[src/rtl/challenge_result_buffer_if.sv]
// ----------------------------------------------------------------------------
// challenge_result_buffer_if
// Bundles the upstream argument handshake, the pipeline result input and the
// buffered result output of challenge_result_buffer.
//
// Signals:
//   up_arg_vld   producer offers an argument set
//   up_arg_rdy   buffer has a free credit
//   pipe_arg_vld qualified arg_vld towards the arithmetic pipeline
//   pipe_res_vld pipeline result strobe
//   pipe_res     pipeline result word
//   res_vld      oldest buffered result is valid
//   res_rdy      consumer accepts res
//   res          oldest buffered result (show-ahead)
//   used         reserved entries (in flight + stored)
//   overflow     sticky: a result arrived while the FIFO was full
//
// Modports:
//   master  the buffer itself
//   slave   the surrounding producer / pipeline / consumer
// ----------------------------------------------------------------------------
interface challenge_result_buffer_if #(
  parameter int FLEN  = 32,
  parameter int DEPTH = 16,
  parameter int CW    = $clog2(DEPTH + 1)
);
  logic            up_arg_vld;
  logic            up_arg_rdy;
  logic            pipe_arg_vld;
  logic            pipe_res_vld;
  logic [FLEN-1:0] pipe_res;
  logic            res_vld;
  logic            res_rdy;
  logic [FLEN-1:0] res;
  logic [CW-1:0]   used;
  logic            overflow;

  modport master (
    input  up_arg_vld,
    output up_arg_rdy,
    output pipe_arg_vld,
    input  pipe_res_vld,
    input  pipe_res,
    output res_vld,
    input  res_rdy,
    output res,
    output used,
    output overflow
  );

  modport slave (
    output up_arg_vld,
    input  up_arg_rdy,
    input  pipe_arg_vld,
    output pipe_res_vld,
    output pipe_res,
    input  res_vld,
    output res_rdy,
    input  res,
    input  used,
    input  overflow
  );
endinterface

[src/rtl/challenge_result_buffer.sv]
// ----------------------------------------------------------------------------
// challenge_result_buffer
// Result FIFO placed behind the a**5 + 0.3*b - c pipeline. The pipeline cannot
// stall, so argument acceptance is gated by a credit counter: every accepted
// argument set reserves one FIFO slot until its result is popped. This keeps
// the FIFO from ever being asked to store more than DEPTH results.
//
// Ports:
//   clk  clock, all state on posedge
//   rst  synchronous active-high reset
//   bus  challenge_result_buffer_if.master (handshakes, result data, status)
// ----------------------------------------------------------------------------
module challenge_result_buffer #(
  parameter int FLEN  = 32,
  parameter int DEPTH = 16
) (
  input  logic                        clk,
  input  logic                        rst,
  challenge_result_buffer_if.master   bus
);
  localparam int CW = $clog2(DEPTH + 1);
  localparam int AW = $clog2(DEPTH);
  localparam logic [CW-1:0] DEPTH_C = CW'(DEPTH);

  logic [FLEN-1:0] mem [DEPTH];
  logic [AW-1:0]   rd_ptr;
  logic [AW-1:0]   wr_ptr;
  logic [CW-1:0]   fifo_count;
  logic [CW-1:0]   used;
  logic            overflow;

  logic accept;
  logic pop;
  logic full;
  logic push;

  assign bus.up_arg_rdy   = (used < DEPTH_C);
  assign accept           = bus.up_arg_vld & bus.up_arg_rdy;
  assign bus.pipe_arg_vld = accept;

  assign bus.res_vld = (fifo_count != '0);
  assign bus.res     = mem[rd_ptr];
  assign pop         = bus.res_vld & bus.res_rdy;

  // A full FIFO can still take a result when a pop frees the head slot in
  // the same cycle; the write then lands on the slot being vacated.
  assign full = (fifo_count == DEPTH_C);
  assign push = bus.pipe_res_vld & (~full | pop);

  assign bus.used     = used;
  assign bus.overflow = overflow;

  // Control state
  always_ff @(posedge clk) begin
    if (rst) begin
      rd_ptr     <= '0;
      wr_ptr     <= '0;
      fifo_count <= '0;
      used       <= '0;
      overflow   <= 1'b0;
    end else begin
      case ({accept, pop})
        2'b10:   used <= used + CW'(1);
        2'b01:   used <= used - CW'(1);
        default: used <= used;
      endcase

      case ({push, pop})
        2'b10:   fifo_count <= fifo_count + CW'(1);
        2'b01:   fifo_count <= fifo_count - CW'(1);
        default: fifo_count <= fifo_count;
      endcase

      if (push) wr_ptr <= wr_ptr + AW'(1);
      if (pop)  rd_ptr <= rd_ptr + AW'(1);

      if (bus.pipe_res_vld & full & ~pop) overflow <= 1'b1;
    end
  end

  // Result storage (data path, not reset)
  always_ff @(posedge clk) begin
    if (push) mem[wr_ptr] <= bus.pipe_res;
  end

  // Every stored result holds a credit, and credits never exceed the FIFO.
  a_count_le_used : assert property (@(posedge clk) disable iff (rst)
    fifo_count <= used);
  a_used_le_depth : assert property (@(posedge clk) disable iff (rst)
    used <= DEPTH_C);

endmodule

[src/flat_wrapper.sv]
// flat-port wrapper written by rule: the top's interface ports become plain ports
module challenge_result_buffer_flat 
#(
  parameter int FLEN  = 32,
  parameter int DEPTH = 16
)
  (clk, rst, bus_up_arg_vld, bus_up_arg_rdy, bus_pipe_arg_vld, bus_pipe_res_vld, bus_pipe_res, bus_res_vld, bus_res_rdy, bus_res, bus_used, bus_overflow);
  challenge_result_buffer_if #(.FLEN(FLEN), .DEPTH(DEPTH)) bus_i ();
  input  logic clk;
  input  logic rst;
  input wire logic [$bits(bus_i.up_arg_vld)-1:0] bus_up_arg_vld;
  output wire logic [$bits(bus_i.up_arg_rdy)-1:0] bus_up_arg_rdy;
  output wire logic [$bits(bus_i.pipe_arg_vld)-1:0] bus_pipe_arg_vld;
  input wire logic [$bits(bus_i.pipe_res_vld)-1:0] bus_pipe_res_vld;
  input wire logic [$bits(bus_i.pipe_res)-1:0] bus_pipe_res;
  output wire logic [$bits(bus_i.res_vld)-1:0] bus_res_vld;
  input wire logic [$bits(bus_i.res_rdy)-1:0] bus_res_rdy;
  output wire logic [$bits(bus_i.res)-1:0] bus_res;
  output wire logic [$bits(bus_i.used)-1:0] bus_used;
  output wire logic [$bits(bus_i.overflow)-1:0] bus_overflow;
  assign bus_i.up_arg_vld = bus_up_arg_vld;
  assign bus_up_arg_rdy = bus_i.up_arg_rdy;
  assign bus_pipe_arg_vld = bus_i.pipe_arg_vld;
  assign bus_i.pipe_res_vld = bus_pipe_res_vld;
  assign bus_i.pipe_res = bus_pipe_res;
  assign bus_res_vld = bus_i.res_vld;
  assign bus_i.res_rdy = bus_res_rdy;
  assign bus_res = bus_i.res;
  assign bus_used = bus_i.used;
  assign bus_overflow = bus_i.overflow;
  challenge_result_buffer #(.FLEN(FLEN), .DEPTH(DEPTH)) u_core (.clk(clk), .rst(rst), .bus(bus_i));
endmodule
[config.mk]
export PLATFORM = sky130hd
export DESIGN_NAME = challenge_result_buffer_flat
export DESIGN_NICKNAME = d
export VERILOG_FILES = /design/src/rtl/challenge_result_buffer_if.sv /design/src/rtl/challenge_result_buffer.sv /design/src/flat_wrapper.sv
export SDC_FILE = /design/constraint.sdc
export NUM_CORES = 1
export LEC_CHECK = 0
export ABC_CLOCK_PERIOD_IN_PS = 7600
export BUFFER_PORTS_ARGS = -buffer_cell sky130_fd_sc_hd__buf_2
export CAP_MARGIN = 20
export CORE_UTILIZATION = 66
export DETAILED_ROUTE_END_ITERATION = 10
export GPL_TIMING_DRIVEN = 0
export MAX_ROUTING_LAYER = met4
export PLACE_DENSITY = 0.88
export SETUP_SLACK_MARGIN = 0.02
export SYNTH_ARGS = -nofsm -noshare
export SYNTH_HDL_FRONTEND = slang
export SYNTH_SLANG_ARGS = --single-unit
[constraint.sdc]
create_clock -name clk -period 7.6 [get_ports clk]
set_input_delay 0.38 -clock clk [delete_from_list [all_inputs] [get_ports clk]]
set_output_delay 0.38 -clock clk [all_outputs]
set_load 0.01 [all_outputs]
* After elaboration in Yosys (flattened, before gate mapping)
Memory sizes are Yosys's and may differ from the RTL's. A register that Yosys moved wholly into a read port is not among the register bits.
Index checks and enable logic that the tools add are counted.
** Word-level totals
- Flip-flop bits (word level) :: 19
- Memory bits (writable) :: 512
- Input port bits :: 37
- Word-level logic and storage cells :: 35
- Memories kept :: 1
** Memories
- u_core.mem :: depth 16, bits a word 32, rd ports 1, clocked after memory_dff 1, write ports 1, line challenge_result_buffer.sv:25 : logic [FLEN-1:0] mem [DEPTH];
** Cells by class
- Add/sub/neg operators :: 6
- Order comparisons :: 1
- Equality and inequality tests :: 5
- Muxes and demuxes :: 6
- Bitwise logic cells :: 8
- Reduce and logical (&&, ||, !) cells :: 3
** Operators with widths (count)
- one-hot mux 5 bit (2 select lines) :: 2
- adder 5 x 1 -> 5 bit (second input constant) :: 2
- subtractor 5 x 1 -> 5 bit (second input constant) :: 2
- adder 4 x 1 -> 4 bit (second input constant) :: 2
- two-way mux 4 bit :: 2
- AND 1 bit :: 5
- equality test 5 bit (second input constant) :: 1
- < comparator 5 bit (second input constant) :: 1
- nonzero test 5 bit :: 1
- equality test 2 x 1 -> 1 bit (second input constant) :: 2
- equality test 2 bit (second input constant) :: 2
- nonzero test 2 bit :: 2
- two-way mux 1 bit :: 2
- inverter 1 bit :: 2
- bitwise OR 1 bit :: 1

* Longest topological paths before layout
- Depth after elaboration :: 6
- Gate-level depth with buffers :: 12

* Least setup slack after synthesis
Ideal clock, no wire load.
- Path type :: input to register
- Start point :: input bus_pipe_res_vld
- End point :: memory u_core.mem[2][0], enable pin
- Arrival time :: 3.515 ns
- Required time :: 7.139 ns
- Slack :: 3.624 ns
- Cell stages on the path :: 5
- Path through :: clkbuf_1 -> inv_1 -> a31oi_1 -> nand2_1 -> nor3_1
** On the way
- Word-level cells in the longest chain between the ends :: 3
** Ends and longest elaborated chain
- start: declaration :: line flat_wrapper.sv:14 : input wire logic [$bits(bus_i.pipe_res_vld)-1:0] bus_pipe_res_vld;
- AND 1 bit :: line challenge_result_buffer.sv:48 : assign push = bus.pipe_res_vld & (~full | pop);
- two-way mux 1 bit :: line challenge_result_buffer.sv:83 : if (push) mem[wr_ptr] <= bus.pipe_res;
- two-way mux 1 bit (not written as such) :: line challenge_result_buffer.sv:83
- end: declaration :: line challenge_result_buffer.sv:25
No other way between the ends.

==> impl_metrics.env <==
export IMPL_status="complete, no violations"
export IMPL_yosysWarnings=0
export IMPL_min_path_cells=1
export IMPL_cts_sinks=535
export IMPL_p_per_area_nw_per_um2=292.7
export IMPL_netlist_top_cells_count="edfxtp_1 (512), mux4_2 (160), nor2_1 (29), clkbuf_1 (24), dfxtp_1 (23)"
export IMPL_cts_tree="yes"
export IMPL_synth_area_leaders="edfxtp_1 (75%), mux4_2 (18%), dfxtp_1 (2.2%)"
export IMPL_dieArea_sq_um=31870
export IMPL_synthToLayoutAreaGrowth_pct=14.43
export IMPL_postCtsSetupBuffers=0
export IMPL_crit_path_top_delay_cell="clkbuf_1"
export IMPL_synth_most_common_cell="edfxtp_1"
export IMPL_peakVddDrop_uv=299.7
export IMPL_io_buffers=75
export IMPL_syn_area_per_cell_sq_um=23.27
export IMPL_wl_microns=50800
export IMPL_grt_pass1_wl_microns=72110
export IMPL_ff2ff_setup_slack_ns=4.20
export IMPL_wire_per_inst_microns=34.46
export IMPL_cp_max_fo=10
export IMPL_cp_end_kind="output port"
export IMPL_synth_enable_flop_cells=512
export IMPL_clkLatencyLatePin_ns=0.57
export IMPL_fin_crit_ns=3.909
export IMPL_numCtsBuffers=50
export IMPL_io_pins=78
export IMPL_synth_cells=884
export IMPL_finalHoldViolCount=0
export IMPL_grt_ovfl_total=0
export IMPL_min_to="u_core.mem[0][11]"
export IMPL_fp_coreArea_sq_um=30590
export IMPL_synth_flop_cell="edfxtp_1"
export IMPL_synth_area_leader_cell="edfxtp_1"
export IMPL_cp_num_buf_inv=3
export IMPL_setup_violations=0
export IMPL_grt_use_total_pct=34.16
export IMPL_dr_pass1_iters=5
export IMPL_ff2ff_path_depth=7
export IMPL_start_util_pct=67.24
export IMPL_viasPerCell=7.168
export IMPL_cap_violations=0
export IMPL_tightestPinTransition_ns=1.093
export IMPL_grt_max_degree=21
export IMPL_final_util_pct=76.94
export IMPL_r2r_start="u_core.fifo_count[2]"
export IMPL_hold_start="bus_pipe_res[11]"
export IMPL_slew_headroom_pct=27.11
export IMPL_worstPathArrival_ns=3.53
export IMPL_vias=10570
export IMPL_h_tree_depth=2
export IMPL_r2r_end="u_core.mem[0][1]"
export IMPL_report_final_slew_viol_count=0
export IMPL_max_freq_ghz=0.2558
export IMPL_rsz0062_at_grt="no"
export IMPL_ctsHoldBuffers=0
export IMPL_rows=64
export IMPL_worstSetupStartpointType="flop"
export IMPL_yosysUniqueCellTypes=48
export IMPL_clock_root_buffer="clkbuf_16"
export IMPL_fin_tns_setup_ns=0
export IMPL_drc=0
export IMPL_first_global_vias=10640
export IMPL_crit_family="buffers and inverters"
export IMPL_die_x_microns=178.5
export IMPL_dpl_hpwl_microns=28270
export IMPL_leakage_nw=7.415
export IMPL_netlist_area_sq_um=20570
export IMPL_clock_path_buffers=3
export IMPL_crit_chain="clkbuf_1 > clkbuf_1 > mux4_2 > mux4_2 > buf_2"
export IMPL_gp_congestion=0.7655
export IMPL_drive_above_1_share_pct=34.54
export IMPL_first_iter_violations=1437
export IMPL_die_h_microns=178.5
export IMPL_post_cts_resize_count=0
export IMPL_ant_nets=0
export IMPL_ys_seq_area_share_pct=76.99
export IMPL_synth_seq_cells=535
export IMPL_skew_ns=0.01509
export IMPL_clk_pin_slew_ns=0.07
export IMPL_slowest_delay_ns=0.79
export IMPL_period_share_pct=51.44
export IMPL_hp_class="in2reg"
export IMPL_path_class="reg2out"
export IMPL_antenna_found_initial=1
export IMPL_cp_required_ns=7.22
export IMPL_nets=1085
export IMPL_yosysTopAreaCellShare_pct=74.75
export IMPL_synth_fp_nets=931
export IMPL_async_flop_share_pct=0
[where the power goes]
group	internal, mW	switching [mW]	leakage [nW]
Clock	1.32	1.08	0.757
Combinational	0.551	0.605	1.85
Sequential	3.29	0.0424	4.81
Total	5.16	1.73	7.41
[registers in the layout (all words and copies together), names as in the netlist, named ones only]
name and cells:
u_core.bus.overflow 1, u_core.bus.used 5, u_core.fifo_count 5, u_core.mem 512, u_core.rd_ptr 4, u_core.wr_ptr 4
[layout by cell type (no fill, tap or decap), types with 4 or more instances in the layout]
master	synthesis	routed
xnor2_1	5	5
buf_16	0	4
nor2_1	29	17
clkinv_1	0	12
a21oi_1	7	7
o211ai_1	4	4
buf_8	0	6
o21ai_0	4	4
ha_1	10	10
clkinv_2	0	10
buf_4	2	6
inv_1	10	10
clkbuf_16	0	51
buf_12	0	8
nor3_2	0	4
buf_2	13	88
nor3_1	11	7
xor2_1	4	4
nand2b_1	5	5
nor2_4	0	12
edfxtp_1	512	512
dfxtp_1	23	23
buf_1	4	4
mux4_2	160	160
clkbuf_1	24	34
nand2_1	12	12
buf_6	2	7
[how the worst max path moves through the flow]
stage,endpoint,slack [ns],cells past startpoint
finish,bus_res[4],3.69,5
global route,bus_res[4],3.67,5
CTS,bus_res[4],3.71,5
detailed placement,u_core.mem[0][11],4.14,7
global placement,u_core.mem[0][16],1.09,5
floorplan,u_core.mem[2][0],3.62,5
[per-stage QoR]
stage | hold WS [ns] | worst slack (ns) | power, mW | std cells | cell area, sq um
floorplan | 0.4677 | 3.624 | 4.166 | 884 | 20570
global placement | 0.4781 | 1.094 | 4.463 | 1355 | 21440
detailed placement | 0.4839 | 4.139 | 4.520 | 1380 | 21960
CTS | 0.1738 | 3.709 | 6.899 | 1471 | 23500
global route | 0.1895 | 3.670 | 7.074 | 1474 | 23540
finish | 0.1890 | 3.691 | 6.889 | 1474 | 23540
[cell families (layout without fill, tap and decap cells)]
group           Yosys count  after routing  synth area share (%)
mux                     165            165                 17.78
other cells               0              1                     0
compound gates           35             35                 1.314
simple gates             74             74                 1.709
buf+inv                  56            249                 1.211
xor+xnor                  9              9                0.3832
flops                   535            535                 76.99
fa+ha+maj                10             10                0.6083
[area by class of cell]
type                       instances  area [sq um]
antenna                            1         2.502
buffer                            45         207.7
clock buffer                      63          1341
clock inverter                    28         196.4
fill                            1536          7054
inverter                          11         41.29
multi-input combinational        293          4593
sequential                       535         15840
tap                              396         495.5
timing repair buffer             102         822.0
[routing by layer]
metal | GRT usage, % | up-vias | part of all wire, %
met5 | - | - | 0
met4 | 12.22 | 0 | 3.8
met3 | 5.179 | 142 | 8.5
met2 | 56.72 | 760 | 52
met1 | 43.52 | 5588 | 35
li1 | - | 4076 | -
(Power assumes the default switching activity.)
